[src/rtl/mem_arbiter_pkg.sv]
// mem_arbiter_pkg: shared state/grant types for the IF/DM memory arbiter.
// Optional tie statistics are enabled with MEM_ARB_STATS_EN.
package mem_arbiter_pkg;

  localparam int LATENCY_DEFAULT = 2;
  localparam int CNT_W = 4;

  typedef enum logic [1:0] {
    IDLE    = 2'd0,
    BUSY_IF = 2'd1,
    BUSY_DM = 2'd2
  } state_e;

  typedef enum logic {
    GNT_IF = 1'b0,
    GNT_DM = 1'b1
  } gnt_e;

  // Alternate on ties so neither port starves.
  function automatic gnt_e tie_pick(gnt_e last);
    return (last == GNT_DM) ? GNT_IF : GNT_DM;
  endfunction

endpackage

[src/rtl/mem_arb_timer.sv]
// mem_arb_timer: loadable down-counter, holds at zero.
// Used by mem_arbiter (MEM_ARB_STATS_EN has no effect here).
module mem_arb_timer
  import mem_arbiter_pkg::*;
(
  input  logic             clk_i,
  input  logic             rst_n_i,
  input  logic             load_i,
  input  logic [CNT_W-1:0] load_val_i,
  input  logic             dec_i,
  output logic             zero_o
);

  logic [CNT_W-1:0] cnt_q;

  always_ff @(posedge clk_i) begin
    if (!rst_n_i) begin
      cnt_q <= '0;
    end else if (load_i) begin
      cnt_q <= load_val_i;
    end else if (dec_i && (cnt_q != '0)) begin
      cnt_q <= cnt_q - 1'b1;
    end
  end

  assign zero_o = (cnt_q == '0);

endmodule

[src/rtl/mem_arbiter.sv]
// mem_arbiter: shares one single-port memory between fetch and data ports.
// Define MEM_ARB_STATS_EN to add the conflict_cnt_o tie counter.
module mem_arbiter
  import mem_arbiter_pkg::*;
#(
  parameter int LATENCY = LATENCY_DEFAULT
) (
  input  logic        clk_i,
  input  logic        rst_n_i,
  input  logic        if_req_i,
  input  logic [31:0] if_addr_i,
  output logic [31:0] if_rdata_o,
  output logic        if_ack_o,
  input  logic        dm_req_i,
  input  logic        dm_we_i,
  input  logic [31:0] dm_addr_i,
  input  logic [31:0] dm_wdata_i,
  output logic [31:0] dm_rdata_o,
  output logic        dm_ack_o,
  output logic        mem_en_o,
  output logic        mem_we_o,
  output logic [31:0] mem_addr_o,
  output logic [31:0] mem_wdata_o,
  input  logic [31:0] mem_rdata_i,
  output logic        stall_o
`ifdef MEM_ARB_STATS_EN
 ,output logic [15:0] conflict_cnt_o
`endif
);

  localparam logic [CNT_W-1:0] LOAD_VAL =
    CNT_W'(LATENCY - 1);

  state_e state_q;
  state_e state_d;
  gnt_e   last_q;
  gnt_e   gnt_sel;

  logic        gnt_v;
  logic        done;
  logic        if_elig;
  logic        dm_elig;
  logic        cnt_zero;
  logic        lat_we;
  logic [31:0] lat_addr;
  logic [31:0] lat_wdata;

  assign if_elig = if_req_i & ~if_ack_o;
  assign dm_elig = dm_req_i & ~dm_ack_o;

  always_comb begin
    state_d = state_q;
    gnt_v   = 1'b0;
    gnt_sel = GNT_IF;
    done    = 1'b0;
    unique case (state_q)
      IDLE: begin
        unique case (1'b1)
          (if_elig && dm_elig): begin
            gnt_v   = 1'b1;
            gnt_sel = tie_pick(last_q);
          end
          (dm_elig && !if_elig): begin
            gnt_v   = 1'b1;
            gnt_sel = GNT_DM;
          end
          (if_elig && !dm_elig): begin
            gnt_v   = 1'b1;
            gnt_sel = GNT_IF;
          end
          default: ;
        endcase
        if (gnt_v) begin
          state_d = (gnt_sel == GNT_DM) ?
                    BUSY_DM : BUSY_IF;
        end
      end
      BUSY_IF, BUSY_DM: begin
        if (cnt_zero) begin
          done    = 1'b1;
          state_d = IDLE;
        end
      end
      default: state_d = IDLE;
    endcase
  end

  always_ff @(posedge clk_i) begin
    if (!rst_n_i) begin
      state_q    <= IDLE;
      last_q     <= GNT_IF;
      lat_we     <= 1'b0;
      lat_addr   <= '0;
      lat_wdata  <= '0;
      if_ack_o   <= 1'b0;
      dm_ack_o   <= 1'b0;
      if_rdata_o <= '0;
      dm_rdata_o <= '0;
    end else begin
      state_q  <= state_d;
      if_ack_o <= done && (state_q == BUSY_IF);
      dm_ack_o <= done && (state_q == BUSY_DM);
      if (gnt_v) begin
        last_q <= gnt_sel;
        if (gnt_sel == GNT_DM) begin
          lat_we    <= dm_we_i;
          lat_addr  <= dm_addr_i;
          lat_wdata <= dm_wdata_i;
        end else begin
          lat_we    <= 1'b0;
          lat_addr  <= if_addr_i;
          lat_wdata <= '0;
        end
      end
      if (done && (state_q == BUSY_IF)) begin
        if_rdata_o <= mem_rdata_i;
      end
      if (done && (state_q == BUSY_DM)) begin
        dm_rdata_o <= mem_rdata_i;
      end
    end
  end

  mem_arb_timer u_timer (
    .clk_i      (clk_i),
    .rst_n_i    (rst_n_i),
    .load_i     (gnt_v),
    .load_val_i (LOAD_VAL),
    .dec_i      (state_q != IDLE),
    .zero_o     (cnt_zero)
  );

  assign mem_en_o    = (state_q != IDLE);
  assign mem_we_o    = (state_q == BUSY_DM) & lat_we;
  assign mem_addr_o  = lat_addr;
  assign mem_wdata_o = lat_wdata;

  assign stall_o = (if_req_i & ~if_ack_o) |
                   (dm_req_i & ~dm_ack_o);

`ifdef MEM_ARB_STATS_EN
  always_ff @(posedge clk_i) begin
    if (!rst_n_i) begin
      conflict_cnt_o <= '0;
    end else if ((state_q == IDLE) && if_elig &&
                 dm_elig && (conflict_cnt_o != 16'hFFFF)) begin
      conflict_cnt_o <= conflict_cnt_o + 16'd1;
    end
  end
`endif

endmodule

[config.mk]
export PLATFORM = sky130hd
export DESIGN_NAME = mem_arbiter
export DESIGN_NICKNAME = d
export VERILOG_FILES = /design/src/rtl/mem_arbiter_pkg.sv /design/src/rtl/mem_arb_timer.sv /design/src/rtl/mem_arbiter.sv
export SDC_FILE = /design/constraint.sdc
export NUM_CORES = 1
export LEC_CHECK = 0
export ABC_AREA = 1
export CORE_ASPECT_RATIO = 1.5
export CORE_MARGIN = 2
export CORE_UTILIZATION = 44
export DETAILED_ROUTE_END_ITERATION = 12
export PLACE_DENSITY = 0.83
export SYNTH_ARGS = -nofsm -noshare
export SYNTH_HDL_FRONTEND = slang
export SYNTH_SLANG_ARGS = --single-unit
[constraint.sdc]
create_clock -name clk_i -period 2.85 [get_ports clk_i]
set_input_delay 0.57 -clock clk_i [delete_from_list [all_inputs] [get_ports clk_i]]
set_output_delay 0.57 -clock clk_i [all_outputs]
set_load 0.02 [all_outputs]
* Yosys cells after proc, flatten, opt, wreduce, memory -nomap -nowiden *
Cells that the tools add are included.

cells by class
  multipliers = 0
  bitwise gates (word level) = 7
  shift operators = 0
  mux-type cells = 18
  divide/modulo/power cells = 0
  reductions and logical operators = 17
  add/sub/neg operators = 1
  order comparisons = 0
  equal/unequal tests = 4

operators with widths
  kind                                                                 count
  32-bit two-way mux                                                   2
  1-bit two-way mux                                                    11
  1-bit logical AND                                                    6
  2-bit two-way mux                                                    3
  4-bit logical NOT                                                    1
  2-bit inequality test (second input constant)                        2
  2-bit case mux with 2 select lines                                   1
  2-bit nonzero test                                                   2
  4-bit nonzero test                                                   1
  2-bit OR reduction                                                   2
  4-bit by 1-bit subtractor with 4-bit output (second input constant)  1
  1-bit bitwise AND                                                    3
  1-bit inverter                                                       3
  3-bit OR reduction                                                   1
  2-bit by 1-bit == test with 1-bit output (second input constant)     1
  2-bit == test (second input constant)                                1
  1-bit logical NOT                                                    2
  2-bit logical NOT                                                    1
  1-bit case mux with 2 select lines                                   1
  2-bit AND reduction                                                  1
  1-bit bitwise OR                                                     1

storage, ports and cells
  memories kept = 0
  output and inout port bits = 133
  flip-flop bits (word level) = 138
  bits in writable memories = 0
  memory bits (read-only) = 0
  input bits = 133
  latch bits = 0

* Logic depth before layout (Yosys ltp) *
  depth in word-level cells = 9
  gate-level depth with buffers = 10
  depth with buffers taken out = 7

* Hierarchy *
A second synthesis with hierarchy kept.

unflattened totals
  cell total of the unflattened synthesis = 812
  area total of the unflattened synthesis = 5,798.1 µm²

modules (own cells, without submodules)
  module         instances  cells each  sequential area each (µm²)  area an instance (µm²)
  mem_arbiter    1          771         2,682.6                     5,524.0
  mem_arb_timer  1          41          80.1                        274.0

* Worst setup path after synthesis *
No wires, ideal clock.

  path type = reg2out
  start = register state_q[0]
  end = output mem_we_o
  buffers on the path = 2
  cell stages (with the launch flop) = 7
  setup slack = 1,052 ps
  arrival time = 1,228 ps
  cells stage by stage = dfxtp_1 > inv_1 > ha_1 > clkbuf_1 > clkbuf_1 > nand2_1 > inv_1

between the ends
  longest elaborated chain between the ends = 2

ends and longest elaborated chain
  element                 RTL line            RTL
  start, declared         mem_arbiter.sv:34   state_e state_q;
  start signal, assigned  mem_arbiter.sv:100  state_q <= state_d;
  2-bit == test           mem_arbiter.sv:134  assign mem_we_o = (state_q == BUSY_DM) & lat_we;
  1-bit bitwise AND       mem_arbiter.sv:134
  end, declared           mem_arbiter.sv:21   output logic mem_we_o,

No other way between the ends.

* Worst setup path after layout *
  start = input dm_req_i
  end = output stall_o

between the ends
  longest elaborated chain between the ends = 2

ends and longest elaborated chain
  element            RTL line            RTL
  start, declared    mem_arbiter.sv:14   input logic dm_req_i,
  1-bit bitwise AND  mem_arbiter.sv:139  (dm_req_i & ~dm_ack_o);
  1-bit bitwise OR   mem_arbiter.sv:138  assign stall_o = (if_req_i & ~if_ack_o) |
  end, declared      mem_arbiter.sv:25   output logic stall_o

No other way between the ends.

==> flow_summary.yaml <==
clock_tree:
  cts.path.max_buffers: 2
  ctsHoldBuffers: 0
  cts_root_buffer: "clkbuf_16"
  path_clk_slew_ps: 50
  cts_tree: "built"
  clock_sinks: 138
  postCtsSetupBuffers: 0
  htreeDepth: 4
  clkLatencyLatePin_ps: 410
  numCtsBuffers: 17
  cts_resized: 0
sta:
  period_needed_ps: 2520
  tns_ps: 0
  finalWorstSetupSlack_ps: 330
  final_hold_viol_count: 0
  setup-violations-final: 0
  slew_headroom_pct: 56.8
  fin_worst_skew_ps: 9.87
  timing.fmax_ghz: 0.397
  rsz0062_at_grt: "no"
  worst_slew_pin_slew_ps: 646
  slew_violations: 0
  fin_crit_sh_pct: 88.4
power_and_ir_drop:
  clock_power_share_pct: 27.6
  power_switching_mw: 2.95
  ir_drop_uv: 552
  seqPwrFrac_pct: 32.8
  powerDensity_nw_per_um2: 900
  p_comb_share_pct: 39.7
  power_mw: 8.03
  leakagePower_nw: 3.81
  p_sw_share_pct: 36.8
  power.internal_mw: 5.08
setup_path:
  path_class: "input pin to output port"
  rr_startpoint: "state_q[0]$_SDFFE_PN0P_"
  r2r_setup_slack_ps: 960
  r2r-end: "mem_addr_o[17]$_SDFFE_PN0P_"
  path_buf_inv: 2
  r2r_cells: 8
  cp_top_family: "buffers and inverters"
  critPathRequiredTime_ps: 2280
  cp_slowest_cell: "clkdlybuf4s50_1"
  critPathMaxFanout: 4
  slowest_delay_ps: 630
  end_kind: "output port"
  start_kind: "input pin"
  crit_chain: "clkdlybuf4s50_1 > nand2_1 > nand2_1 > clkdlybuf4s50_1"
  crit_arrival_ps: 1950
route:
  drt_pass1_iterations: 7
  vias: 5704
  routed.top_layer: "met4"
  wl_met2_um: 8830
  route.detailed.drc: 0
  drt-met1-wl_um: 6420
  wl_per_cell_um: 14.3
  ant_nets: 0
  totalWireLength_um: 17000
  drt_iter0_markers: 214
  avgViaCountPerCell: 4.81
  wl_met3_um: 1200
finish:
  antennaDiodeCount: 0
  regArea_um2: 2760
  fin_cells: 1186
  final_cell_mix: "clkdlybuf4s50_1, nand2_1, inv_1, dfxtp_1, nand3_1"
  nFillCells: 986
  multi_input_area_um2: 2070
  nets: 1156
  mostFrequentLayoutCell: "clkdlybuf4s50_1"
  drive_gt1_share_pct: 5.05
  area_delta_synth_final_pct: 58.7
grt:
  grt_pass1_vias: 5219
  grt_util_all_layers_pct: 24.4
  grt_overflow: 0
  grt_max_degree: 66
  grt_antenna_before_repair: 0
  grt_pass1_wl_um: 25800
place:
  dp_hpwl_um: 11600
  place_congestion: 0.875
  dpl.cell_count: 1155
  io_buffers: 265
  dp_slack_ps: 336
logic_synthesis:
  synth_cells: 772
  synth_seq_area_share_pct: 49.1
  syn_area_um2: 5630
  yosysWarnings: 0
  syn_nets: 910
  yosys.cell_types.count: 25
  synth_area_per_cell_um2: 7.29
  ys_ff_latch: 138
worst_hold_path:
  min_to: "if_rdata_o[31]$_SDFFE_PN0P_"
  hold_start: "if_rdata_o[31]$_SDFFE_PN0P_"
  min_path_type: "flip-flop to flip-flop"
  min_path_cells: 2
die:
  die_h_um: 142
  die-area_um2: 13700
  placementRows: 50
  die_w_um: 96.3
  core_um2: 12500
  io-pin-count: 266
  initial_utilization_pct: 45.0
job:
  drv_cap: 0
status:
  outcome: "complete, no violations"
logic make-up (layout without fill, tap and decap cells):
| family | count (synthesis) | in the layout | synth area share [%] |
|---|---|---|---|
| AOI/OAI and AO/OA | 136 | 136 | 12.2 |
| and+or+nand+nor | 299 | 299 | 23.5 |
| buffers and inverters | 194 | 452 | 14.1 |
| DFF | 138 | 138 | 49.1 |
| adders and majority gates | 5 | 5 | 1.11 |
worst reg2reg max path, delay by kind of cell, from the launching register on:
kind / cells / cell delay (ps)
buf+inv: 3 / 790
simple gates: 4 / 520
flops: 1 / 340
fa+ha+maj: 1 / 180
metal layers:
layer  GRT usage [%]  up-vias
met5               0        -
met4            10.9        0
met3            7.15       37
met2            42.1      225
met1            27.1     2521
li1                -     2921
stage by stage:
stage,util [%],cell area [um^2],hold slack (ps)
2_1_floorplan,-,5630,420
3_3_place_gp,66.6,8330,429
3_5_place_dp,66.6,8330,436
4_1_cts,71.4,8930,445
5_1_grt,71.4,8930,469
6_report,71.4,8930,439
flip-flops by register name, indices dropped and copies added, names as in the netlist:
signal and count:
dm_rdata_o 32, state_q 2, if_ack_o 1, mem_addr_o 32, last_q 1, if_rdata_o 32
mem_wdata_o 32, lat_we 1, u_timer.cnt_q 4, dm_ack_o 1
cells in the mapped netlist (all sizes together):
library cell	instances	area, um^2
nand2	184	693
inv	144	541
dfxtp	138	2760
nand3	70	350
a21oi	69	349
o21ai	66	330
nand4	34	219
clkbuf	28	105
buf	22	148
nor2	8	40.0
ha	5	62.6
a31oi	1	6.26
nand3b	1	7.51
nor3	1	5.00
or2	1	6.26
how the worst max path moves through the flow:
stage | from | to | cells after the start
global route | dm_req_i | stall_o | 4
finish | dm_req_i | stall_o | 4
floorplan | state_q[0]$_SDFFE_PN0P_ | mem_we_o | 6
global placement | dm_req_i | stall_o | 4
CTS | dm_req_i | stall_o | 4
detailed placement | dm_req_i | stall_o | 4
layout make-up:
cell class	instances	share of cell area, %
multi-input combinational	440	23.2
timing repair buffer	277	30.9
sequential	138	30.9
clock buffer	17	4.77
tap	156	2.19
inverter	144	6.05
clock inverter	14	1.95
power by group through the flow:
stage | registers, mW | clock network, mW | logic (mW)
6_report | 2.63 | 2.21 | 3.19
5_1_grt | 2.68 | 2.36 | 3.44
4_1_cts | 2.63 | 2.26 | 3.21
3_5_place_dp | 2.66 | 0 | 3.18
3_3_place_gp | 2.64 | 0 | 3.16
2_1_floorplan | 3.16 | 0 | 1.30
Power figures use the tool's default switching activity.
